`src/rtl/wire_ops_pkg.sv`:
```
// Shared definitions for the wire-ops arbiter: op encodings, default widths
// and the response payload layout.
package wire_ops_pkg;

    localparam int unsigned W_DEF   = 8;
    localparam int unsigned IDW_DEF = 2;

    localparam logic OP_XOR = 1'b0;
    localparam logic OP_AND = 1'b1;

    typedef struct packed {
        logic [IDW_DEF-1:0] id;
        logic [W_DEF-1:0]   data;
    } rsp_t;

endpackage

```
`src/rtl/wire_ops_rr_pick.sv`:
```
// Combinational round-robin picker: first set request at or above ptr,
// otherwise the first set request from index 0.
module wire_ops_rr_pick
    import wire_ops_pkg::*;
#(
    parameter int unsigned NREQ = 4,
    parameter int unsigned IDW  = 2
) (
    input  logic [NREQ-1:0] req,
    input  logic [IDW-1:0]  ptr,
    output logic [NREQ-1:0] grant,
    output logic [IDW-1:0]  idx,
    output logic            any_valid
);

    // Two passes avoid modular index arithmetic: upper segment first, then wrap.
    always_comb begin
        grant     = '0;
        idx       = '0;
        any_valid = 1'b0;
        for (int unsigned i = 0; i < NREQ; i++) begin
            if (!any_valid && req[i] && (i >= 32'(ptr))) begin
                any_valid = 1'b1;
                grant[i]  = 1'b1;
                idx       = IDW'(i);
            end
        end
        for (int unsigned i = 0; i < NREQ; i++) begin
            if (!any_valid && req[i]) begin
                any_valid = 1'b1;
                grant[i]  = 1'b1;
                idx       = IDW'(i);
            end
        end
    end

endmodule

```
`src/rtl/wire_ops_arb.sv`:
```
// Round-robin arbiter sharing one AND/XOR datapath and result register among
// NREQ requesters, with a valid/ready response channel and an accept counter.
module wire_ops_arb
    import wire_ops_pkg::*;
#(
    parameter int unsigned NREQ = 4,
    parameter int unsigned W    = W_DEF,
    parameter int unsigned IDW  = IDW_DEF,
    parameter int unsigned CNTW = 16
) (
    input  logic              sys_clk,
    input  logic              sys_rst,
    input  logic [NREQ-1:0]   req_valid,
    output logic [NREQ-1:0]   req_ready,
    input  logic [NREQ*W-1:0] req_a,
    input  logic [NREQ*W-1:0] req_b,
    input  logic [NREQ-1:0]   req_sel,
    output logic              rsp_valid,
    input  logic              rsp_ready,
    output logic [W-1:0]      rsp_data,
    output logic [IDW-1:0]    rsp_id,
    output logic [CNTW-1:0]   op_count
);

    logic [IDW-1:0]  ptr;
    logic [NREQ-1:0] grant;
    logic [IDW-1:0]  g;
    logic            any_valid;
    logic            accept;
    logic            fire;
    logic [W-1:0]    a_g;
    logic [W-1:0]    b_g;
    logic            sel_g;
    logic [W-1:0]    result_c;
    logic [IDW-1:0]  ptr_nxt;

    wire_ops_rr_pick #(
        .NREQ (NREQ),
        .IDW  (IDW)
    ) u_pick (
        .req       (req_valid),
        .ptr       (ptr),
        .grant     (grant),
        .idx       (g),
        .any_valid (any_valid)
    );

    // Output stage can take a new result when empty or draining; nothing is
    // granted while reset is asserted.
    assign accept    = !rsp_valid || rsp_ready;
    assign req_ready = (sys_rst && accept) ? grant : '0;
    assign fire      = sys_rst && accept && any_valid;

    // Operand mux driven by the one-hot grant.
    always_comb begin
        a_g   = '0;
        b_g   = '0;
        sel_g = OP_XOR;
        for (int unsigned i = 0; i < NREQ; i++) begin
            if (grant[i]) begin
                a_g   = req_a[i*W +: W];
                b_g   = req_b[i*W +: W];
                sel_g = req_sel[i];
            end
        end
    end

    assign result_c = (sel_g == OP_AND) ? (a_g & b_g) : (a_g ^ b_g);
    assign ptr_nxt  = (g == IDW'(NREQ - 1)) ? '0 : g + IDW'(1);

    always_ff @(posedge sys_clk) begin
        if (!sys_rst) begin
            rsp_valid <= 1'b0;
            rsp_data  <= '0;
            rsp_id    <= '0;
            ptr       <= '0;
            op_count  <= '0;
        end else if (fire) begin
            rsp_valid <= 1'b1;
            rsp_data  <= result_c;
            rsp_id    <= g;
            ptr       <= ptr_nxt;
            op_count  <= op_count + CNTW'(1);
        end else if (rsp_ready) begin
            rsp_valid <= 1'b0;
        end
    end

endmodule

```
`config.mk`:
```
export PLATFORM = sky130hd
export DESIGN_NAME = wire_ops_arb
export DESIGN_NICKNAME = d
export VERILOG_FILES = /design/src/rtl/wire_ops_pkg.sv /design/src/rtl/wire_ops_rr_pick.sv /design/src/rtl/wire_ops_arb.sv
export SDC_FILE = /design/constraint.sdc
export NUM_CORES = 1
export LEC_CHECK = 0
export CAP_MARGIN = 20
export CORE_UTILIZATION = 55
export CTS_BUF_LIST = sky130_fd_sc_hd__clkbuf_8
export DETAILED_ROUTE_END_ITERATION = 12
export DONT_BUFFER_PORTS = 1
export PLACE_DENSITY = 0.7
export SLEW_MARGIN = 10
export SYNTH_ARGS = -nofsm -noshare
export SYNTH_HDL_FRONTEND = slang
export SYNTH_SLANG_ARGS = --single-unit
```
`constraint.sdc`:
```
create_clock -name sys_clk -period 3.8 [get_ports sys_clk]
set_input_delay 0.38 -clock sys_clk [delete_from_list [all_inputs] [get_ports sys_clk]]
set_output_delay 0.38 -clock sys_clk [all_outputs]
set_load 0.005 [all_outputs]
```
Word-level counts from Yosys, hierarchy flattened. Cells that the tools add are included.

Add/subtract/negate cells: 2. Order comparisons: 3. Equality and inequality tests: 1. Mux-type cells: 39. Bitwise operators: 2. Reductions and logical operators: 22.

Operator list (count): 8-bit 2-to-1 mux (9); 1-bit 2-to-1 mux (22); 16-bit by 1-bit adder with 16-bit output (second input constant) (1); 2-bit 2-to-1 mux (7); 1-bit logical AND (12); 8-bit AND (1); 1-bit logical NOT (8); 8-bit bitwise XOR (1); 1-bit by 2-bit greater-or-equal comparator with 1-bit output (first input constant) (2); 4-bit 2-to-1 mux (1); 2-bit by 1-bit adder with 2-bit output (second input constant) (1); 2-bit equality test (second input constant) (1); 2-bit greater-or-equal comparator (first input constant) (1); 2-bit nonzero test (1); 1-bit logical OR (1).

Flip-flop bits (word level): 29. Output and inout bits: 31. Logic and storage cells: 74.

Depth between registers and ports, before layout. Gate-level depths: netlist of the first run.

Depth after elaboration: 29. Gate-level depth with buffers: 11. Gate-level depth less buffers: 8.

Modules after synthesis. A second synthesis of the first run with hierarchy kept.

Cells, all modules: 273. Area, all modules: 2154.6 µm².

Modules (own cells, without submodules): wire_ops_arb (times used 1, cells an instance 240, area an instance 1931.9 µm², sequential area each 580.6 µm²); wire_ops_rr_pick (times used 1, cells an instance 33, area an instance 222.7 µm², sequential area each 0.0 µm²).

Worst setup path before layout of the first run. No wires, ideal clock.

Path kind: in2reg. From: in req_valid[0]. To: reg rsp_data[3]. Setup time: 0.074 ns. Arrival time: 2.207 ns. Required time: 3.726 ns. Slack: 1.519 ns. Stages: 10. Path buffers: 2. Path through: buf_4 nor2_1 o21bai_2 a21oi_2 clkbuf_1 a222oi_1 nand2_1 ha_1 or3b_1 a31oi_1.

Word-level cells in the longest chain between the ends: 28. Elaborated cells on any way between the ends: 48.

RTL lines: start: declaration (line wire_ops_arb.sv:13) `input logic [NREQ-1:0] req_valid,`; 1-bit logical AND (line wire_ops_rr_pick.sv:22) `if (!any_valid && req[i] && (i >= 32'(ptr))) begin`; 1-bit 2-to-1 mux (line wire_ops_rr_pick.sv:22); 1-bit logical NOT (line wire_ops_rr_pick.sv:22); 1-bit logical AND (2 in a row) (line wire_ops_rr_pick.sv:22); 1-bit 2-to-1 mux (line wire_ops_rr_pick.sv:22); 1-bit logical NOT (line wire_ops_rr_pick.sv:22); 1-bit logical AND (2 in a row) (line wire_ops_rr_pick.sv:22); 1-bit 2-to-1 mux (line wire_ops_rr_pick.sv:22); [10 not listed]; 1-bit logical AND (line wire_ops_rr_pick.sv:29) `if (!any_valid && req[i]) begin`; 1-bit 2-to-1 mux (line wire_ops_rr_pick.sv:29); 1-bit logical NOT (line wire_ops_rr_pick.sv:29); 1-bit logical AND (line wire_ops_rr_pick.sv:29); 1-bit 2-to-1 mux (line wire_ops_rr_pick.sv:29); 8-bit 2-to-1 mux (line wire_ops_arb.sv:60) `if (grant[i]) begin`; 8-bit bitwise XOR or 8-bit AND (tied branches) (line wire_ops_arb.sv:68) `assign result_c = (sel_g == OP_AND) ? (a_g & b_g) : (a_g ^ b_g);`; 8-bit 2-to-1 mux (line wire_ops_arb.sv:68); end signal: assignment (line wire_ops_arb.sv:80) `rsp_data <= result_c;`; end: declaration (line wire_ops_arb.sv:20) `output logic [W-1:0] rsp_data,`.

Parallel ways exist; a longest one is shown, timed or not. A chain may end at the register's enable or synchronous reset.

Worst setup path after layout of the first run.
From: reg ptr[0]. To: reg rsp_data[6].

Word-level cells in the longest chain between the ends: 29. Elaborated cells on any way between the ends: 51.

RTL lines: start: declaration (line wire_ops_arb.sv:25) `logic [IDW-1:0] ptr;`; start signal: assignment (line wire_ops_arb.sv:82) `ptr <= ptr_nxt;`; 1-bit by 2-bit greater-or-equal comparator with 1-bit output (line wire_ops_rr_pick.sv:22); 1-bit logical AND (line wire_ops_rr_pick.sv:22); 1-bit 2-to-1 mux (line wire_ops_rr_pick.sv:22); 1-bit logical NOT (line wire_ops_rr_pick.sv:22); 1-bit logical AND (2 in a row) (line wire_ops_rr_pick.sv:22); 1-bit 2-to-1 mux (line wire_ops_rr_pick.sv:22); 1-bit logical NOT (line wire_ops_rr_pick.sv:22); 1-bit logical AND (2 in a row) (line wire_ops_rr_pick.sv:22); [11 not listed]; 1-bit logical AND (line wire_ops_rr_pick.sv:29); 1-bit 2-to-1 mux (line wire_ops_rr_pick.sv:29); 1-bit logical NOT (line wire_ops_rr_pick.sv:29); 1-bit logical AND (line wire_ops_rr_pick.sv:29); 1-bit 2-to-1 mux (line wire_ops_rr_pick.sv:29); 8-bit 2-to-1 mux (line wire_ops_arb.sv:60); 8-bit bitwise XOR or 8-bit AND (tied branches) (line wire_ops_arb.sv:68); 8-bit 2-to-1 mux (line wire_ops_arb.sv:68).

Parallel ways exist; a longest one is shown, timed or not.

==> summary.txt, run 1 <==
Clock network
  • CTS Buf Count: 5
  • CTS tree: done
  • Hold buffers post-CTS: 0
  • CTS Buffer Depth: 2
  • Worst-Skew Late Latency: 0.27 ns
  • Clock sinks: 29
  • # Post-CTS Setup Buffers: 0
  • Htree depth: 2
  • Post_cts resized: 0
  • Clock transition at path regs: 0.06 ns
  • CTS root buffer: clkbuf_8

Detailed routing
  • First-pass DRT Iterations: 5
  • Number of vias per cell: 6.23
  • Post-route ant nets: 0
  • Routed wire length: 4.65 mm
  • Via count: 1764
  • WL/cell: 16.4 µm
  • # DRC: 0
  • Starting DRT DRC Count: 133

Logic synthesis
  • EDFF count, synth: 0
  • Synth warn: 0
  • Register area share after synthesis: 29.6%
  • Async SR Flop Fraction: 0%
  • Syn_nets: 332
  • Post-Synthesis Cells: 248
  • Post-synth top area cell: dfxtp_1
  • Synthesized area: 1960 µm²
  • Synth area leaders: dfxtp_1 30%, nand2_1 8.2%, a222oi_1 8.2%
  • Main synth FF type: dfxtp_1
  • Synth top area share: 29.6%
  • #FFs+latches synth: 29
  • Mean Syn Cell Area: 7.91 µm²
  • Netlist cell types: 43

STA
  • Fin crit period: 2.42 ns
  • Final setup fails: 0
  • Clk_skew: 0.00563 ns
  • TNS Setup: 0 ns
  • RSZ-0062 raised after global routing: no
  • Slew Limit Fails: 0
  • Worst-Margin Slew: 0.795 ns
  • Final worst-path cycle share: 63.8%
  • Max Freq: 0.413 GHz
  • Slew HR: 47.0%
  • Final hold vios: 0

Placed design
  • I/O Buffers: 0
  • Dpl hpwl: 3.43 mm
  • Gpl congestion: 0.946

Hold path
  • Hold EP: op_count[9]
  • Hold Crit Class: in2reg
  • Hold_sp: sys_rst
  • Hold path cells: 1

Critical path
  • Flop2flop setup slack: 1.38 ns
  • Worst r2r src: ptr[0]
  • Worst R2R Path Depth: 8
  • Worst Path Arrival: 2.62 ns
  • Crit. End Element: flop
  • Worst Path Required: 4.00 ns
  • Critical path peak fanout: 19
  • Crit Path Class: reg2reg
  • Startpoint types: flop
  • Worst r2r dst: rsp_data[6]

Floorplan
  • Site Rows: 21
  • DIE AREA: 3810 µm²
  • Core Area: 3390 µm²
  • Ports: 106
  • Chip Width: 61.7 µm
  • Die H: 61.7 µm
  • Starting Density: 57.9%

Run
  • # Max-Cap Violations: 0

Status
  • Status: completed

GRT
  • Pin count of the biggest net entering global routing: 24
  • First-pass GRT wire length: 6.73 mm
  • Total GRT Usage: 24.4%
  • Vias in the first global route: 1426
  • Initial antenna violation count: 0
  • Grt ovf: 0

Cells and area
  • Layout cells sized above 1: 7.59%
  • Area Growth Syn to Fin: 1.66%
  • Ant diodes: 0
  • # fillers: 303
  • Final core occ: 58.8%
  • Fin nets: 320

Power and ir drop
  • Power Density: 390 nW/µm²
  • Maximum VDD drop: 0.163 mV
  • LEAKAGE: 0.792 nW
-- synth_stat cells (7+ instances only) --
| cell | n |
|---|---|
| dfxtp_1 | 29 |
| o21ai_0 | 7 |
| ha_1 | 9 |
| xnor2_1 | 9 |
| a21oi_1 | 16 |
| nand3_1 | 7 |
| a222oi_1 | 16 |
| nand2_1 | 43 |
| o21ai_1 | 10 |
| clkbuf_1 | 11 |
| a31oi_1 | 9 |
| nor2_1 | 17 |
| or3b_1 | 8 |
-- state kept, by name, summed over array words and instances (netlist names) --
register / cells
ptr: 2
op_count: 16
rsp_data: 8
rsp_id: 2
rsp_valid: 1
-- report_power, final --
part	total, mW	internal (mW)	switching (mW)
Clock	0.237	0.124	0.114
Combinational	0.185	0.0791	0.106
Sequential	0.355	0.329	0.0263
-- worst max-delay path: stages (launching register included) --
cell and delay [ns]:
dfxtp_1 0.46, nor2b_1 0.20, o21bai_2 0.07, a21oi_2 0.61, a222oi_1 0.24, nand2_1 0.12
ha_1 0.14, or3b_1 0.35, a31oi_1 0.16
-- cell families (layout without fill, tap and decap cells) --
kind of cell    count (synthesis)  in the layout  share of synthesized area, %
fa+ha+maj                       9              9                          5.74
simple gates                  101            101                          25.8
compound gates                 69             69                          26.0
xor+xnor                       13             13                          5.80
buf+inv                        27             16                          7.08
flops                          29             29                          29.6
-- layout make-up --
class,instances,area [µm²],area share (%)
flip-flops and latches,29,581,29.1
multi-input cells,192,1240,62.3
well taps,46,57.6,2.89
clock buffers,5,68.8,3.45
inverters,8,31.3,1.57
clock inverters,3,13.8,0.690
-- routing by layer --
metal	vias up	track usage [%]	share of wire, %
met4	0	11.4	2.5
met1	770	30.3	43
met3	9	7.66	8.9
met2	90	38.6	45
met5	-	0	0
li1	895	-	-
-- how the worst max path moves through the flow --
stage	to	slack, ns	start
after floorplan	rsp_data[3]	1.52	req_valid[0]
after global placement	rsp_data[1]	1.41	ptr[0]
after detailed placement	rsp_data[6]	1.40	ptr[0]
after CTS	rsp_data[6]	1.40	ptr[0]
after global routing	rsp_data[1]	1.14	ptr[0]
final	rsp_data[6]	1.38	ptr[0]
-- per-stage QoR --
| step | hold WS, ns | power [mW] | worst slack, ns | std cells | instance area, µm² |
|---|---|---|---|---|---|
| final | 0.227 | 0.777 | 1.38 | 283 | 1990 |
| after floorplan | 0.450 | 0.523 | 1.52 | 248 | 1960 |
| after detailed placement | 0.484 | 0.546 | 1.40 | 275 | 1910 |
| after global routing | 0.226 | 0.833 | 1.14 | 283 | 1990 |
| after global placement | 0.479 | 0.544 | 1.41 | 275 | 1910 |
| after CTS | 0.220 | 0.785 | 1.40 | 283 | 1990 |
-- layout by cell type, fill, tap and decap left out, types with 2 or more instances in the layout --
cell type	instances
a31oi_1	9
nor2_1	17
and3_1	6
xnor2_1	9
or3b_1	8
a21oi_1	16
nand2_1	43
inv_1	7
dfxtp_1	29
a222oi_1	16
nor3_1	3
o221a_2	2
and2_1	3
o21ai_1	10
nand3_1	7
ha_1	9
nand4_1	3
or3_1	2
nor2b_1	2
xor2_1	4
clkbuf_8	5
and4_1	2
clkinv_2	3
o21ai_0	7
No activity file was read; power rests on OpenSTA's default activity.
==> run 2, diff against run 1 <==
--- a/config.mk
+++ b/config.mk
@@ -10,7 +10,7 @@
 export CTS_BUF_LIST = sky130_fd_sc_hd__clkbuf_8
 export DETAILED_ROUTE_END_ITERATION = 12
 export DONT_BUFFER_PORTS = 1
-export PLACE_DENSITY = 0.7
+export PLACE_DENSITY = 0.73
 export SLEW_MARGIN = 10
 export SYNTH_ARGS = -nofsm -noshare
 export SYNTH_HDL_FRONTEND = slang
==> constraint.sdc (replaced) <==
create_clock -name sys_clk -period 1.9 [get_ports sys_clk]
set_input_delay 0.19 -clock sys_clk [delete_from_list [all_inputs] [get_ports sys_clk]]
set_output_delay 0.19 -clock sys_clk [all_outputs]
set_load 0.005 [all_outputs]
==> run 2 against run 1 <==
Critical path depth did not move; the run now ends with negative setup slack left; sequential power grew 100%; global-route usage grew 6.8 points; cell area up 16%; sequential share of layout area fell by 3.8 points; highest routed layer unchanged; cell count up 7.8%.
==> summary.txt, run 2 (same netlist as run 1, synthesis figures left out) <==
GRT
  • Vias in the first global route: 1737 (+22%)
  • Total GRT Usage: 31.2% (+6.8 points)
  • Initial antenna violation count: 0 (unchanged)
  • Grt ovf: 0 (unchanged)
  • Pin count of the biggest net entering global routing: 24 (unchanged)
  • First-pass GRT wire length: 8.45 mm (+26%)

Critical path
  • Crit-path cells: nor2b_4 > o21bai_4 > a21oi_4 > a222oi_1 > nand2_1 > ha_2 > or3b_4 > a31oi_2
  • Crit-path max cell delay: 0.38 ns (-0.23 ns)
  • Critical path peak fanout: 8 (-11)
  • Startpoint types: flop
  • Slowest cell on crit path: or3b_4
  • Worst r2r dst: rsp_data[3]
  • Worst r2r src: ptr[0]
  • CP Buf/Inv Count: 0 (unchanged)
  • Worst Path Arrival: 2.25 ns (-0.37 ns)
  • Worst R2R Path Depth: 8 (unchanged)
  • Worst Path Required: 2.10 ns (-1.90 ns)
  • CP top delay family: compound AO/OA/AOI/OAI gates
  • Crit. End Element: flop
  • Flop2flop setup slack: -0.14 ns (-1.52 ns)
  • Crit Path Class: reg2reg

STA
  • Slew HR: 63.6% (+17 points)
  • Fin crit period: 2.04 ns (-0.378 ns)
  • RSZ-0062 raised after global routing: yes
  • Clk_skew: 0.00348 ns (-0.00215 ns)
  • Final setup fails: 8 (+8)
  • Final worst-path cycle share: 108% (+44 points)
  • Worst-Margin Slew: 0.544 ns (-0.252 ns)
  • Min Hold Slack: 0.0362 ns (-0.191 ns)
  • Slew Limit Fails: 0 (unchanged)
  • Final setup margin: -0.145 ns (-1.52 ns)
  • Final hold vios: 0 (unchanged)
  • Max Freq: 0.489 GHz (+18%)

Floorplan
  • Chip Width: 61.7 µm (unchanged)
  • DIE AREA: 3810 µm² (unchanged)
  • Starting Density: 57.9% (unchanged)
  • Ports: 106 (unchanged)
  • Die H: 61.7 µm (unchanged)
  • Core Area: 3390 µm² (unchanged)
  • Site Rows: 21 (unchanged)

Detailed routing
  • WL met3: 543 µm (+31%)
  • Number of vias per cell: 6.61 (+6.0%)
  • Top sig layer: met4
  • Routed wire length: 5.88 mm (+26%)
  • WL/cell: 19.3 µm (+17%)
  • # DRC: 0 (unchanged)
  • Starting DRT DRC Count: 224 (+68%)
  • Routed wl met2: 2.84 mm (+35%)
  • First-pass DRT Iterations: 5 (unchanged)
  • Post-route ant nets: 0 (unchanged)
  • Via count: 2015 (+14%)
  • Routed length on met1: 2.30 mm (+14%)

Hold path
  • Hold path cells: 1 (unchanged)
  • Hold Crit Class: in2reg
  • Hold EP: op_count[10]
  • Hold_sp: sys_rst

Cells and area
  • Fin nets: 342 (+6.9%)
  • Commonest non-fill, non-tap cell in the layout: nand2_1
  • # fillers: 271 (-11%)
  • Final std cells w/o fill: 305 (+7.8%)
  • Layout cells sized above 1: 18.1% (+11 points)
  • Max FFs per register: 16 (unchanged)
  • Commonest non-fill, non-tap cells in the layout: 43 x nand2_1, 27 x dfxtp_1, 17 x nor2_1
  • Largest registers: op_count (16), rsp_data (8)
  • Ant diodes: 0 (unchanged)
  • Area Growth Syn to Fin: 18.4%
  • Top reg by flops: op_count

Status
  • Status: complete, but fails checks
  • Violated checks: negative setup slack

Clock network
  • Hold buffers post-CTS: 0 (unchanged)
  • CTS Buf Count: 5 (unchanged)
  • Clock transition at path regs: 0.06 ns (about the same)
  • CTS root buffer: clkbuf_8
  • Clock sinks: 29 (unchanged)
  • Htree depth: 2 (unchanged)
  • CTS Buffer Depth: 2 (unchanged)
  • Worst-Skew Late Latency: 0.27 ns (about the same)
  • CTS tree: done

Power and ir drop
  • Power Density: 738 nW/µm² (+89%)
  • Maximum VDD drop: 0.290 mV (+78%)
  • LEAKAGE: 0.954 nW (+21%)

Placed design
  • Dpl hpwl: 3.51 mm (+2.4%)
  • I/O Buffers: 0 (unchanged)
  • Placed Instances: 288 (+4.7%)
  • Placement Setup Slack: -0.217 ns (-1.62 ns)
  • Gpl congestion: 0.886 (-6.3%)

Run
  • # Max-Cap Violations: 0 (unchanged)
## run 2: what timing repair did
| action | in CTS | in global routing |
|---|---|---|
| endpoints found under the hold margin | 0 | 0 |
| resized for setup | 19 | 6 |
| cloned | 6 | 0 |
| pin swaps | 15 | 26 |
| endpoints found under the setup margin | 9 | 9 |
| setup buffers | 3 | 0 |
## run 2: stage by stage
stage	utilization [%]	setup TNS (ns)	instance area, µm²	total power, mW
finish	68.5	-0.333	2320	1.71
global route	68.5	-1.22	2320	1.82
CTS	68.2	-0.167	2310	1.69
detailed placement	60.3	-1.47	2040	1.15
global placement	60.3	-0.709	2040	1.15
floorplan	-	0	2000	1.06
## run 2: metal layers
metal,GRT usage [%],up-vias
met3,7.87,20
met1,37.1,904
met2,51.0,130
met5,0,-
li1,-,961
met4,18.4,0
## run 2: worst max path at each step
stage | start | end | cells past startpoint
CTS | ptr[0] | rsp_data[5] | 8
floorplan | ptr[1] | rsp_data[3] | 10
global placement | ptr[1] | rsp_data[5] | 8
detailed placement | ptr[1] | rsp_data[5] | 8
global route | ptr[0] | rsp_data[3] | 8
finish | ptr[0] | rsp_data[3] | 8
## run 2: power by group
part | switching [mW] | internal (mW) | leakage, nW
Combinational | 0.288 | 0.251 | 0.663
Sequential | 0.0531 | 0.659 | 0.239
Clock | 0.221 | 0.243 | 0.0519
## run 2: final cells by class
cell class | count | area, µm² | area share, %
tap | 46 | 57.6 | 2.48
timing repair buffer | 16 | 149 | 6.41
sequential | 29 | 588 | 25.3
clock inverter | 3 | 11.3 | 0.485
clock buffer | 5 | 68.8 | 2.96
multi-input combinational | 198 | 1410 | 60.9
inverter | 8 | 35.0 | 1.51
==> run 3, diff against run 2 <==
--- a/config.mk
+++ b/config.mk
@@ -6,12 +6,11 @@
 export NUM_CORES = 1
 export LEC_CHECK = 0
 export CAP_MARGIN = 20
-export CORE_UTILIZATION = 55
+export CORE_UTILIZATION = 31
 export CTS_BUF_LIST = sky130_fd_sc_hd__clkbuf_8
 export DETAILED_ROUTE_END_ITERATION = 12
 export DONT_BUFFER_PORTS = 1
-export PLACE_DENSITY = 0.73
-export SLEW_MARGIN = 10
+export SLEW_MARGIN = 20
 export SYNTH_ARGS = -nofsm -noshare
 export SYNTH_HDL_FRONTEND = slang
 export SYNTH_SLANG_ARGS = --single-unit
==> run 3 against run 2 <==
The run still ends with negative setup slack left; critical endpoint is now rsp_data[1]; global-route usage decreased by 14 points; worst hold slack got worse by 0.0038 ns; critical path depth increased by 1; combinational power decreased by 7.2%; largest power group unchanged; core utilization decreased by 30 points; clock power increased by 17%; clock skew increased by 0.0045 ns; sequential share of layout area decreased by 0.31 points.
==> summary.txt, run 3 (same netlist as run 1, synthesis figures left out) <==
Critical path
  • Startpoint types: flop
  • Worst Path Required: 2.06 ns (-0.04 ns)
  • Crit-path cells: nor2b_4 > o21bai_4 > a21oi_4 > buf_12 > a222oi_1 > nand2_1 > ha_1 > o21ai_1 > a31oi_1
  • Worst r2r src: ptr[0]
  • Crit-path max cell delay: 0.37 ns (about the same)
  • Worst R2R Path Depth: 9 (+1)
  • Worst r2r dst: rsp_data[1]
  • Flop2flop setup slack: -0.03 ns (+0.12 ns)
  • Crit path to: rsp_data[1]
  • Worst Path Arrival: 2.09 ns (-0.16 ns)
  • CP startpoint: ptr[0]
  • Crit Path Class: reg2reg
  • Crit. End Element: flop
  • Slowest cell on crit path: dfxtp_4
  • Critical path peak fanout: 9 (+1)

Floorplan
  • Starting Density: 32.6% (-25 points)
  • Core Area: 6030 µm² (+78%)
  • Ports: 106 (unchanged)
  • DIE AREA: 6650 µm² (+75%)
  • Site Rows: 28 (+33%)
  • Chip Width: 81.6 µm (+32%)
  • Die H: 81.6 µm (+32%)

Power and ir drop
  • Internal power: 1.20 mW (+3.7%)
  • Clock network power share: 30.9% (+3.8 points)
  • LEAKAGE: 0.963 nW (+0.89%)
  • Sw Share: 32.0% (-0.77 points)
  • Combinational power share: 28.4% (-3.0 points)
  • Power Density: 748 nW/µm² (+1.3%)
  • Maximum VDD drop: 0.487 mV (+68%)
  • Reg power frac: 40.7% (-0.8 points)
  • Sw power: 563 µW (+0.14%)

STA
  • Min Hold Slack: 0.0324 ns (-0.00379 ns)
  • Final setup margin: -0.0282 ns (+0.117 ns)
  • Final setup fails: 7 (-1)
  • Clk_skew: 0.00795 ns (+0.00447 ns)
  • Final hold vios: 0 (unchanged)
  • Final worst-path cycle share: 101% (-6.1 points)
  • Fin crit period: 1.93 ns (-0.117 ns)
  • Slew Limit Fails: 0 (unchanged)
  • Max Freq: 0.519 GHz (+6.1%)
  • Worst-Margin Slew: 0.479 ns (-0.0649 ns)
  • RSZ-0062 raised after global routing: yes
  • Slew HR: 68.0% (+4.4 points)

Status
  • Status: complete, but fails checks
  • Violated checks: negative setup slack

Cells and area
  • Area Growth Syn to Fin: 19.9%
  • Commonest non-fill, non-tap cell in the layout: nand2_1
  • Register area: 588 µm² (unchanged)
  • Multi-input gate area: 1340 µm² (-5.5%)
  • Design area: 2350 µm² (+1.2%)
  • Max FFs per register: 16 (unchanged)
  • # fillers: 625 (+130%)
  • Largest registers: op_count (16), rsp_data (8)
  • Layout cells sized above 1: 18.1% (unchanged)
  • Commonest non-fill, non-tap cells in the layout: 43 x nand2_1, 27 x dfxtp_1, 17 x nor2_1
  • Final core occ: 39.0% (-30 points)
  • Ant diodes: 0 (unchanged)
  • Fin nets: 342 (unchanged)
  • Final std cells w/o fill: 334 (+9.5%)
  • Top reg by flops: op_count

Detailed routing
  • # DRC: 0 (unchanged)
  • Post-route ant nets: 0 (unchanged)
  • WL/cell: 18.1 µm (-6.3%)
  • Via count: 1939 (-3.8%)
  • Routed wire length: 6.03 mm (+2.7%)
  • Number of vias per cell: 5.81 (-12%)
  • First-pass DRT Iterations: 4 (-1)
  • Starting DRT DRC Count: 86 (-62%)

GRT
  • Initial antenna violation count: 0 (unchanged)
  • First-pass GRT wire length: 8.74 mm (+3.3%)
  • Total GRT Usage: 17.5% (-14 points)
  • Pin count of the biggest net entering global routing: 24 (unchanged)
  • Grt ovf: 0 (unchanged)
  • Vias in the first global route: 1765 (+1.6%)

Placed design
  • Placed Instances: 318 (+10%)
  • Dpl hpwl: 4.03 mm (+15%)
  • Gpl congestion: 0.847 (-4.4%)
  • Area after DPL: 2090 µm² (+2.1%)
  • Placement Setup Slack: -0.196 ns (+0.0213 ns)
  • I/O Buffers: 0 (unchanged)

Clock network
  • Clock transition at path regs: 0.07 ns (about the same)
  • CTS tree: done
  • Worst-Skew Late Latency: 0.28 ns (about the same)
  • Clock sinks: 29 (unchanged)
  • CTS Buffer Depth: 2 (unchanged)
  • Hold buffers post-CTS: 0 (unchanged)
  • Htree depth: 2 (unchanged)
  • CTS Buf Count: 5 (unchanged)
  • CTS root buffer: clkbuf_8

Run
  • # Max-Cap Violations: 0 (unchanged)

Hold path
  • Hold Crit Class: in2reg
## run 3: worst min-delay path by stage
stage / from / end / slack, ns / cells after the start
final: sys_rst / op_count[4] / 0.03 / 1
after global routing: sys_rst / op_count[9] / 0.03 / 1
after CTS: sys_rst / op_count[4] / 0.02 / 1
after detailed placement: sys_rst / op_count[4] / 0.32 / 1
after global placement: sys_rst / op_count[4] / 0.32 / 1
after floorplan: sys_rst / ptr[1] / 0.37 / 2
## run 3: final cells by class
| cell class | count | share of cell area (%) |
|---|---|---|
| Clock buffer | 6 | 3.51 |
| Tap cell | 75 | 3.99 |
| Inverter | 8 | 1.38 |
| Sequential cell | 29 | 25.0 |
| Clock inverter | 2 | 0.585 |
| Multi-Input combinational cell | 194 | 56.8 |
| Timing Repair Buffer | 20 | 8.72 |
## run 3: metal layers
layer,global-route usage (%),part of all wire (%),up-vias
met1,19.9,41,886
met3,3.78,7.6,14
met4,6.79,2.0,0
li1,-,-,941
met2,31.5,49,98
met5,0,0,-
## run 3: power by group through the flow
stage | Sequential (mW) | Combinational [mW] | Clock [mW]
after floorplan | 0.704 | 0.355 | 0
after global placement | 0.731 | 0.419 | 0
after detailed placement | 0.732 | 0.422 | 0
after CTS | 0.718 | 0.476 | 0.559
after global routing | 0.724 | 0.563 | 0.594
final | 0.716 | 0.500 | 0.543
## run 3: stage by stage
step | setup TNS, ns | total power, mW
5_1_grt | -0.894 | 1.88
6_report | -0.0900 | 1.76
3_3_place_gp | -0.767 | 1.15
4_1_cts | -0.0691 | 1.75
2_1_floorplan | 0 | 1.06
3_5_place_dp | -1.36 | 1.15
## run 3: timing repair
item                       in CTS  in global routing
setup endpoints to repair       9                 12
gates resized for setup         8                  9
pin swaps                       2                 15
cloned                          2                  1
setup buffers                   5                  0
## run 3: worst max-delay path, delay by kind of cell (launching register included)
family                     cells  cell delay [ns]
AOI/OAI and AO/OA              5             0.74
adders and majority gates      1             0.32
buffers and inverters          1             0.15
DFF                            1             0.37
and+or+nand+nor                2             0.24
